--- src/rtl/shift_unit.sv ---
// shift_unit: ARM-style barrel shifter (LSL/LSR/ASR/ROR/RRX) with full carry-out,
// sitting between operand fetch and the ALU second-operand input.
//
// Build option: define SHIFT_PIPE_EN to put a register after the first
// ceil(log2(WIDTH)/2) mux levels. Latency is then 2 and up to 2 ops are in flight.
// Without it, latency is 1 and up to 1 op is in flight.
// Functional results are the same in both builds.
//
// Handshake: a transfer happens on a rising edge where valid && ready are both 1.
// The producer holds valid and payload steady until the transfer. ready may depend
// combinationally on the downstream ready. valid never depends on ready.
module shift_unit #(
  parameter int WIDTH = 32,
  parameter int AMT_W = 8
) (
  input  logic             clk,
  input  logic             rst,
  input  logic             in_valid,
  output logic             in_ready,
  input  logic [1:0]       op,
  input  logic             imm_form,
  input  logic [WIDTH-1:0] data_in,
  input  logic [AMT_W-1:0] amount,
  input  logic             cin,
  output logic             out_valid,
  input  logic             out_ready,
  output logic [WIDTH-1:0] data_out,
  output logic             cout
);
  localparam int LG = $clog2(WIDTH);
  localparam int P  = (LG + 1) / 2;

  localparam logic [1:0]       OP_LSL  = 2'd0;
  localparam logic [1:0]       OP_LSR  = 2'd1;
  localparam logic [1:0]       OP_ASR  = 2'd2;
  localparam logic [1:0]       OP_ROR  = 2'd3;
  localparam logic [AMT_W-1:0] W_AMT   = AMT_W'(WIDTH);
  localparam logic [LG-1:0]    ZERO_LG = '0;
  localparam logic [LG-1:0]    ONE_LG  = LG'(1);

  // One mux level: move every bit by 2**k positions, using the fill rule of the op.
  // Indices wrap modulo WIDTH, so the distance is always below WIDTH.
  function automatic logic [WIDTH-1:0] mux_level(input logic [WIDTH-1:0] x,
                                                 input logic [1:0] o, input int k);
    logic [WIDTH-1:0] y;
    logic [LG-1:0]    up;
    logic [LG-1:0]    dn;
    int               d;
    d = 1 << k;
    y = x;
    for (int i = 0; i < WIDTH; i++) begin
      up = LG'(i + d);
      dn = LG'(i - d);
      case (o)
        OP_LSL:  y[i] = (i >= d) ? x[dn] : 1'b0;
        OP_LSR:  y[i] = (i + d < WIDTH) ? x[up] : 1'b0;
        OP_ASR:  y[i] = (i + d < WIDTH) ? x[up] : x[WIDTH-1];
        default: y[i] = x[up];
      endcase
    end
    return y;
  endfunction

  logic             rrx_e, big_e, gt_e, zero_e, ones_e, cout_e;
  logic [AMT_W-1:0] n_eff;
  logic [LG-1:0]    s_n, s_e, idx_l, idx_r;
  logic [WIDTH-1:0] early;

  // Normalise the amount, then choose the out-of-range overrides and the carry-out.
  always_comb begin
    rrx_e  = imm_form && (amount == '0) && (op == OP_ROR);
    n_eff  = (imm_form && (amount == '0) && (op == OP_LSR || op == OP_ASR)) ? W_AMT : amount;
    s_n    = n_eff[LG-1:0];
    s_e    = rrx_e ? ONE_LG : s_n;
    big_e  = (n_eff >= W_AMT);
    gt_e   = (n_eff > W_AMT);
    ones_e = big_e && (op == OP_ASR) && data_in[WIDTH-1];
    zero_e = big_e && (op != OP_ROR) && !ones_e;
    // Left carry is bit W-n, right carry is bit n-1. Both wrap cleanly when n == W.
    idx_l  = ZERO_LG - s_n;
    idx_r  = s_n - ONE_LG;
    if (rrx_e) begin
      cout_e = data_in[0];
    end else if (n_eff == '0) begin
      cout_e = cin;
    end else begin
      case (op)
        OP_LSL:  cout_e = gt_e ? 1'b0 : data_in[idx_l];
        OP_LSR:  cout_e = gt_e ? 1'b0 : data_in[idx_r];
        OP_ASR:  cout_e = big_e ? data_in[WIDTH-1] : data_in[idx_r];
        default: cout_e = data_in[idx_r];
      endcase
    end
  end

  // First P mux levels, applied directly to the incoming operand.
  always_comb begin
    early = data_in;
    for (int k = 0; k < P; k++)
      if (s_e[k]) early = mux_level(early, op, k);
  end

  logic [WIDTH-1:0] late_data, late, result;
  logic [1:0]       late_op;
  logic [LG-1:P]    late_s;
  logic             late_zero, late_ones, late_rrx, late_cin, late_cout;

  // Apply the remaining mux levels, then the out-of-range and RRX overrides.
  always_comb begin
    late = late_data;
    for (int k = P; k < LG; k++)
      if (late_s[k]) late = mux_level(late, late_op, k);
    if (late_zero)      result = '0;
    else if (late_ones) result = '1;
    else if (late_rrx)  result = {late_cin, late[WIDTH-2:0]};
    else                result = late;
  end

  logic out_adv;
  logic src_valid;

  assign out_adv = !out_valid || out_ready;

`ifdef SHIFT_PIPE_EN
  logic             mid_valid, mid_adv;
  logic [WIDTH-1:0] mid_data;
  logic [1:0]       mid_op;
  logic [LG-1:P]    mid_s;
  logic             mid_zero, mid_ones, mid_rrx, mid_cin, mid_cout;

  assign mid_adv   = !mid_valid || out_adv;
  assign in_ready  = mid_adv;
  assign src_valid = mid_valid;

  // Mid register: takes the half-shifted operand and its side-band whenever it can move on.
  always_ff @(posedge clk or posedge rst) begin
    if (rst) begin
      mid_valid <= 1'b0;
      mid_data  <= '0;
      mid_op    <= '0;
      mid_s     <= '0;
      mid_zero  <= 1'b0;
      mid_ones  <= 1'b0;
      mid_rrx   <= 1'b0;
      mid_cin   <= 1'b0;
      mid_cout  <= 1'b0;
    end else if (mid_adv) begin
      mid_valid <= in_valid;
      if (in_valid) begin
        mid_data <= early;
        mid_op   <= op;
        mid_s    <= s_e[LG-1:P];
        mid_zero <= zero_e;
        mid_ones <= ones_e;
        mid_rrx  <= rrx_e;
        mid_cin  <= cin;
        mid_cout <= cout_e;
      end
    end
  end

  assign late_data = mid_data;
  assign late_op   = mid_op;
  assign late_s    = mid_s;
  assign late_zero = mid_zero;
  assign late_ones = mid_ones;
  assign late_rrx  = mid_rrx;
  assign late_cin  = mid_cin;
  assign late_cout = mid_cout;
`else
  assign in_ready  = out_adv;
  assign src_valid = in_valid;
  assign late_data = early;
  assign late_op   = op;
  assign late_s    = s_e[LG-1:P];
  assign late_zero = zero_e;
  assign late_ones = ones_e;
  assign late_rrx  = rrx_e;
  assign late_cin  = cin;
  assign late_cout = cout_e;
`endif

  // Output register: loads a new result only when the consumer side frees up.
  // While stalled it holds its value.
  always_ff @(posedge clk or posedge rst) begin
    if (rst) begin
      out_valid <= 1'b0;
      data_out  <= '0;
      cout      <= 1'b0;
    end else if (out_adv) begin
      out_valid <= src_valid;
      if (src_valid) begin
        data_out <= result;
        cout     <= late_cout;
      end
    end
  end

endmodule

--- config.mk ---
export PLATFORM = sky130hd
export DESIGN_NAME = shift_unit
export DESIGN_NICKNAME = d
export VERILOG_FILES = /design/src/rtl/shift_unit.sv
export SDC_FILE = /design/constraint.sdc
export NUM_CORES = 1
export LEC_CHECK = 0
export CAP_MARGIN = 20
export CORE_MARGIN = 1.5
export CORE_UTILIZATION = 58
export DETAILED_ROUTE_END_ITERATION = 8
export GPL_TIMING_DRIVEN = 0
export PLACE_DENSITY = 0.89
export SLEW_MARGIN = 20
export SYNTH_ARGS = -nofsm -noshare
export SYNTH_HDL_FRONTEND = slang
export SYNTH_SLANG_ARGS = --single-unit
--- constraint.sdc ---
create_clock -name clk -period 1.8 [get_ports clk]
set_input_delay 0.36 -clock clk [delete_from_list [all_inputs] [get_ports clk]]
set_output_delay 0.36 -clock clk [all_outputs]
set_load 0.01 [all_outputs]
==> reports/results.ini, run 1 <==
[status]
status=stopped before the end
stop_stage=5_1_grt
tool.error=[ERROR GRT-0116] Global routing finished with congestion. Check the congestion regions in the DRC Viewer.

[placed_design]
hpwl_mm=24.7
postPlaceCellArea_sq_mm=0.00786
port_buffers=74
gp_congestion=1.26

[global_route]
grt_overflow=246
grt_pass1_wl_mm=73.1
grt_pass1_vias=11300
grt_max_degree=35
grt_usage_pct=81.0

[cts]
htree_num_levels=2
cts.hold.buffers_added=0
cts_root_buffer=clkbuf_8
cts.sinks=34
cts_buffer_depth=2
numCtsBuffers=5

[yosys]
synth_cells=846
synth_nets=900
ys_warn_count=0
postSynth.asyncResetShare_pct=100
synth_area_sq_mm=0.00647
yosysSeqAreaShare_pct=13.1
synth_top_flop_cell=dfrtp_1
syn_area_per_cell_sq_um=7.65
synth_edf_count=0
synth_cell_types=89
ys_ff_latch=34

[floorplanning]
fp-row-count=38
io_pins=83
die_y_um=109
die_x_um=109
start_util_pct=59.7

## kinds of logic after synthesis
group / after synthesis / share of synthesized area, %
buf+inv: 108 / 7.13
compound gates: 363 / 41.6
simple gates: 249 / 18.3
xor+xnor: 2 / 0.271
fa+ha+maj: 6 / 1.16
mux: 84 / 18.4
flops: 34 / 13.1
## cell usage after synthesis (6+ instances only)
cell	n	share of area [%]
o211a_1	6	0.93
nand3_1	13	1.0
a221oi_1	17	2.3
a22o_1	18	2.4
o311ai_0	6	0.81
nand2_1	92	5.3
a211oi_1	16	1.9
buf_2	11	0.85
nor2b_1	12	1.2
o21ai_1	9	0.70
o21a_1	8	0.93
mux2_2	21	3.7
a22oi_1	16	1.9
nor2_1	62	3.6
mux2i_1	37	5.7
nor3_1	20	1.5
o22ai_1	10	0.97
mux4_2	26	9.0
o22a_1	6	0.81
dfrtp_1	34	13
clkbuf_1	57	3.3
nand2b_1	6	0.58
a21o_1	8	0.93
ha_1	6	1.2
and2_1	10	0.97
o21ai_0	54	4.2
a21oi_1	58	4.5
inv_1	18	1.0
a311oi_1	8	1.1
a31oi_1	14	1.4
a32o_1	6	0.93
o221ai_1	9	1.2
o211ai_1	25	2.9
buf_1	9	0.52
## layer usage
metal  GRT usage (%)  overflow
met1            79.2         5
met2            99.6       143
met3            65.9         6
met4            82.0        92
met5            27.2         0
## what timing repair did
| item | in CTS |
|---|---|
| setup endpoints to repair | 34 |
| resized for setup | 230 |
| pin swaps | 63 |
| cloned | 6 |
| setup buffers | 74 |
## stage by stage
step                      utilization, %  worst slack [ns]  instances  hold WS (ns)  setup TNS, ns
after floorplan                        -             -1.71        846         0.468         -41.10
after global placement              72.5             -2.86       1060         0.464         -88.13
after detailed placement            72.5             -2.92       1060         0.482         -89.43
after CTS                           88.1             -1.50       1145         0.497         -44.13
==> inputs of run 2 (changes only) <==
--- a/config.mk
+++ b/config.mk
@@ -7,10 +7,10 @@
 export LEC_CHECK = 0
 export CAP_MARGIN = 20
 export CORE_MARGIN = 1.5
-export CORE_UTILIZATION = 58
+export CORE_UTILIZATION = 40
 export DETAILED_ROUTE_END_ITERATION = 8
 export GPL_TIMING_DRIVEN = 0
-export PLACE_DENSITY = 0.89
+export PLACE_DENSITY_LB_ADDON = 0.15
 export SLEW_MARGIN = 20
 export SYNTH_ARGS = -nofsm -noshare
 export SYNTH_HDL_FRONTEND = slang
==> run 2 against run 1 <==
Effect of this change: the flow now finishes, with violations (negative setup slack); synthesized area unchanged; synthesized cell count unchanged.
==> reports/results.ini, run 2 <==
[cts]
htree_num_levels=2  ; unchanged
insertion_delay_ns=0.29
clk_pin_slew_ns=0.07
cts_buffer_depth=2  ; unchanged
cts.sinks=34  ; unchanged
cts_tree=built
cts_root_buffer=clkbuf_16
numCtsBuffers=5  ; unchanged
cts.hold.buffers_added=0  ; unchanged

[worst_setup_path]
path_cells=clkdlybuf4s50_1, inv_1, a311oi_2, a211o_1, o211ai_1, a311o_2, buf_4, a221oi_4, a21oi_2, o221a_1, o21ai_1
arrival_ns=3.70
crit_type=primary input to flop
cp_slowest_cell=a311oi_2
startpoint_type=primary input
setup.worst_path.end_class=flop
critPathMaxStageDelay_ns=0.71
crit_fanout=5
cp.required_ns=2.01

[yosys]
synthTopCellsByCount=nand2_1, nor2_1, a21oi_1
yosysSeqAreaShare_pct=13.1  ; unchanged
synth_edf_count=0  ; unchanged
synth_cells=846  ; unchanged
ys_ff_latch=34  ; unchanged
synth_area_sq_mm=0.00647  ; unchanged
synthTopCellsByArea=dfrtp_1, mux4_2, mux2i_1, nand2_1, a21oi_1
synth.most_common_cell=nand2_1
yosysTopAreaCell=dfrtp_1
synth_top_cell_area_share_pct=13.1  ; unchanged
ys_warn_count=0  ; unchanged
synth_top_flop_cell=dfrtp_1
syn_area_per_cell_sq_um=7.65  ; unchanged
postSynth.asyncResetShare_pct=100  ; unchanged
synth_nets=900  ; unchanged
synth_cell_types=89  ; unchanged

[timing]
fin_worst_skew_ns=0.0110
fmaxAchievable_mhz=286
worst_hold_slack_ns=0.495
finalSetupTns_ns=-49.36
tightest_slew_ns=0.905
max_slew_margin_pct=39.7
setup_violations=33
rsz0062_at_grt=true
slew_viol_final=0
setup_ws_ns=-1.70
fin_crit_ns=3.50
hold_viol=0
finalCritPeriodShare_pct=194

[layout]
drive_above_1_share_pct=41.6
reg_top3=data_out: 32 flops, cout: 1 flops, out_valid: 1 flops
instances_no_fill=1257
final_util_pct=66.3
final_cell_mix=buf_4, nand2_1, clkdlybuf4s50_1
synthToLayoutAreaGrowth_pct=62.0
top_register=data_out
final_area_sq_mm=0.0105
fillers=1310
final_common_cell=buf_4
largest_reg_flops=32
final_nets=1092

[route]
num_vias=9330
routed_via_density=7.42
wire_per_inst_um=32.3
drt-initial-drc-count=1238
wl_mm=40.6
drt-pass1-iter-count=6
drcViolationCount=0
postRouteAntennaNets=0

[floorplanning]
fp-row-count=46  ; +21%
die_x_um=130  ; +20%
io_pins=83  ; unchanged
die_y_um=130  ; +20%
start_util_pct=40.9  ; -19 points
coreArea_sq_mm=0.0158
dieArea_sq_mm=0.0170

[hold_path]
hp-class=flop to flop

[placed_design]
port_buffers=74  ; unchanged
place_ws_ns=-3.23  ; -0.308 ns
hpwl_mm=28.7  ; +16%
postPlaceCellArea_sq_mm=0.00795  ; +1.2%
dp_cells=1136  ; +7.2%
gp_congestion=1.05  ; -17%

[global_route]
grt_max_degree=35
grt_pass1_vias=8969
grt_pass1_wl_mm=58.3
antenna_found_initial=2
grt_usage_pct=47.2
grt_overflow=0

[power_and_ir_drop]
p_leak_nw=3.98
peakVddDrop_uv=718
p_per_area_mw_per_mm2=544
p_total_mw=5.71

[status]
status=finished, violations left
failed_checks=negative setup slack

[flow_run]
maxCapViolations=0

==> run 2: cell counts after synthesis <==
No cell type changed its count.
==> run 2: layer usage <==
layer  GRT usage (%)  share of wire (%)  up-vias
met5               0                  0        -
met4            33.9                9.3        0
met3            13.4                 12      264
met2            74.2                 43      905
met1            55.1                 35     4407
li1                -                  -     3754
==> run 2: path summary, 6_finish.rpt <==
kind,startpoint,end,slack (ns),cells after the start
max reg2reg,out_valid$_DFFE_PP0N_,data_out[13]$_DFFE_PP0P_,-0.08,6
max,data_in[19],data_out[31]$_DFFE_PP0P_,-1.70,11
min reg2reg,data_out[17]$_DFFE_PP0P_,data_out[17]$_DFFE_PP0P_,0.49,2
min in group asynchronous,rst,data_out[11]$_DFFE_PP0P_,0.51,2
min,data_out[17]$_DFFE_PP0P_,data_out[17]$_DFFE_PP0P_,0.49,2
max in group asynchronous,rst,data_out[12]$_DFFE_PP0P_,0.83,2
==> run 2: repair_timing <==
item / CTS / global route
setup buffers: 79 / 33
resized for setup: 237 / 97
pin swaps: 60 / 66
gates cloned: 6 / 0
endpoints found under the setup margin: 34 / 33
==> run 2: area by class of cell <==
type	instances	area [sq um]	area share (%)
clock buffer	5	125	1.19
inverter	23	105	1.00
timing repair buffer	188	1860	17.7
antenna	2	5.00	0.0477
sequential	34	851	8.11
buffer	82	663	6.32
tap	216	270	2.58
multi-input combinational	704	6540	62.4
clock inverter	3	68.8	0.656
==> run 2: logic make-up after synthesis <==
group,synth area share (%)
AO/OA/AOI/OAI,41.6
multiplexers,18.4
XOR/XNOR,0.271
adder cells (fa/ha/maj),1.16
flip-flops,13.1
AND/OR/NAND/NOR,18.3
buffers and inverters,7.13
==> run 2: report_power, final <==
| group | switching [mW] | total [mW] | leakage, nW | internal, mW |
|---|---|---|---|---|
| logic | 2.03 | 3.64 | 3.44 | 1.60 |
| registers | 0.0591 | 0.924 | 0.449 | 0.865 |
| clock network | 0.352 | 1.15 | 0.0940 | 0.796 |
==> run 2: critical path: cells and delay by family <==
| family | cells | cell delay, ns |
|---|---|---|
| AO/OA/AOI/OAI | 8 | 2.28 |
| buffers and inverters | 3 | 1.04 |
No activity file was read; power rests on OpenSTA's default activity.
==> inputs of run 3 (changes only) <==
--- a/config.mk
+++ b/config.mk
@@ -15,3 +15,4 @@
 export SYNTH_ARGS = -nofsm -noshare
 export SYNTH_HDL_FRONTEND = slang
 export SYNTH_SLANG_ARGS = --single-unit
+export TNS_END_PERCENT = 5
==> run 3 against run 2 <==
Effect of this change: the flow still finishes with violations (negative setup slack); via count fell by 3.5%; register-to-register slack got worse by 0.09 ns; count of clock-buffer cells in the layout rose by 2; utilization fell by 8.8 points; setup slack improved by 0.11 ns; largest cell class unchanged; largest power group unchanged.
==> reports/results.ini, run 3 (synthesis results as in run 2) <==
[status]
status=finished, violations left
failed_checks=negative setup slack

[worst_setup_path]
cp_num_buf_inv=5  ; +2
r2r_setup_slack_ns=-0.17  ; -0.09 ns
cp.required_ns=1.97  ; -0.04 ns
arrival_ns=3.56  ; -0.14 ns
r2r_end=data_out[11]$_DFFE_PP0P_
crit_fanout=10  ; +5
path_cells=buf_12, clkinv_8, clkbuf_16, clkbuf_16, ha_4, xnor2_4, buf_4, mux4_2, mux4_2, mux2i_4, nor2b_1, o22a_1, or4_1, o22a_1
crit_type=primary input to flop
r2r_cells=6  ; unchanged
critPathMaxStageDelay_ns=0.52  ; -0.19 ns
r2r-start=out_valid$_DFFE_PP0N_
startpoint_type=primary input
crit_family=multiplexers
setup.worst_path.end_class=flop
cp_slowest_cell=mux4_2

[placed_design]
dp_cells=1136  ; unchanged
gp_congestion=1.07  ; +1.5%
hpwl_mm=28.0  ; -2.4%
port_buffers=74  ; unchanged
postPlaceCellArea_sq_mm=0.00758  ; -4.7%

[route]
wire_per_inst_um=32.2  ; -0.28%
routed_via_density=7.59  ; +2.3%
wl_mm=38.2  ; -5.9%
drcViolationCount=0  ; unchanged
drt-initial-drc-count=1618  ; +31%
drt-pass1-iter-count=6  ; unchanged
postRouteAntennaNets=0  ; unchanged
num_vias=9006  ; -3.5%

[timing]
finalSetupTns_ns=-48.04  ; +1.32 ns
finalCritPeriodShare_pct=188  ; -6.4 points
worst_hold_slack_ns=0.481  ; -0.0138 ns
max_slew_margin_pct=42.8  ; +3.1 points
fin_worst_skew_ns=0.00383  ; -0.00715 ns
fmaxAchievable_mhz=296  ; +3.4%
hold_viol=0  ; unchanged
setup_violations=33  ; unchanged
rsz0062_at_grt=true
fin_crit_ns=3.38  ; -0.115 ns
slew_viol_final=0  ; unchanged
tightest_slew_ns=0.852  ; -0.0523 ns
setup_ws_ns=-1.58  ; +0.115 ns

[power_and_ir_drop]
peakVddDrop_uv=423  ; -41%
p_per_area_mw_per_mm2=546  ; +0.36%
p_leak_nw=3.37  ; -15%

[layout]
largest_reg_flops=32  ; unchanged
diodes=0  ; -2
final_cell_mix=nand2_1, clkdlybuf4s50_1, nor2_1
final_nets=1023  ; -6.3%
instances_no_fill=1186  ; -5.6%
final_util_pct=57.4  ; -8.8 points
synthToLayoutAreaGrowth_pct=40.4
final_common_cell=nand2_1
reg_top3=data_out: 32 flops, cout: 1 flops, out_valid: 1 flops
final_area_sq_mm=0.00909  ; -13%
top_register=data_out
drive_above_1_share_pct=29.6  ; -12 points

[hold_path]
hold_depth=2  ; unchanged
min_from=data_out[5]$_DFFE_PP0P_
hp-class=flop to flop
hold_end=data_out[5]$_DFFE_PP0P_

[flow_run]
maxCapViolations=0  ; unchanged

[floorplanning]
dieArea_sq_mm=0.0170  ; unchanged
start_util_pct=40.9  ; unchanged
coreArea_sq_mm=0.0158  ; unchanged
io_pins=83  ; unchanged
fp-row-count=46  ; unchanged
die_y_um=130  ; unchanged
die_x_um=130  ; unchanged

[cts]
cts_tree=built
cts.hold.buffers_added=0  ; unchanged
insertion_delay_ns=0.28  ; about the same
htree_num_levels=2  ; unchanged
clk_pin_slew_ns=0.06  ; about the same
cts.sinks=34  ; unchanged
numCtsBuffers=5  ; unchanged
cts_root_buffer=clkbuf_16
cts_buffer_depth=2  ; unchanged

[global_route]
grt_pass1_vias=8541  ; -4.8%
grt_pass1_wl_mm=55.1  ; -5.5%
antenna_found_initial=0  ; -2
grt_max_degree=35  ; unchanged
grt_usage_pct=44.6  ; -2.6 points
grt_overflow=0  ; unchanged

-- run 3: changes by cell type in the layout (fill, tap and decap cells not counted), moves of 6 or more --
cell     before  now
buf_4        89   45
a21oi_1      34   52
o21ai_0      24   41
buf_6        19    5
a21oi_2      18    5
buf_12       19    7
o21ai_1      29   17
mux2_2       12   18
mux2_4        9    3
-- run 3: worst max-delay path by stage --
stage,start,to,slack (ns),depth (start not counted)
2_1_floorplan,amount[1],cout$_DFFE_PP0P_,-1.71,14
3_3_place_gp,op[1],data_out[25]$_DFFE_PP0P_,-3.64,13
3_5_place_dp,op[1],data_out[25]$_DFFE_PP0P_,-3.54,13
4_1_cts,amount[1],cout$_DFFE_PP0P_,-1.57,14
5_1_grt,amount[1],cout$_DFFE_PP0P_,-1.67,14
6_report,amount[1],cout$_DFFE_PP0P_,-1.58,14
-- run 3: repair_timing --
item | in CTS | in global routing
setup endpoints to repair | 34 | 33
buffers inserted | 30 | 10
gates resized for setup | 197 | 65
gates cloned | 3 | 0
hold endpoints to repair | 0 | 0
pin swaps | 36 | 20
-- run 3: area by class of cell --
class / count / area, sq um
clock buffers: 7 / 143
clock inverters: 1 / 5.00
inverters: 23 / 105
plain buffers: 84 / 599
multi-input cells: 704 / 6000
well taps: 216 / 270
flip-flops and latches: 34 / 851
repair buffers: 117 / 1110
fillers: 1493 / 6740
-- run 3: metrics by stage --
| stage | total power, mW | setup slack (ns) |
|---|---|---|
| after floorplan | 2.41 | -1.71 |
| after global placement | 3.45 | -3.64 |
| after CTS | 4.70 | -1.57 |
| after global routing | 5.09 | -1.67 |
| final | 4.96 | -1.58 |
| after detailed placement | 3.42 | -3.54 |
-- run 3: worst register-to-register path, delay by kind of cell (launching register included) --
kind	cells	cell delay [ns]
compound gates	2	0.31
buf+inv	2	0.96
flops	1	0.35
simple gates	2	0.26
-- run 3: metal layers --
metal / vias up / part of all wire, % / track usage (%) / routed length, um
met5: - / 0 / 0 / 0
met4: 0 / 5.8 / 17.6 / 2210
met3: 193 / 15 / 18.7 / 5700
met2: 871 / 41 / 64.7 / 15800
met1: 4338 / 38 / 58.5 / 14500
li1: 3604 / - / - / -
-- run 3: report_power, final --
part / internal [mW] / total (mW) / switching [mW]
clock network: 0.549 / 0.883 / 0.334
registers: 0.866 / 0.929 / 0.0631
logic: 1.31 / 3.15 / 1.84
total: 2.72 / 4.96 / 2.24
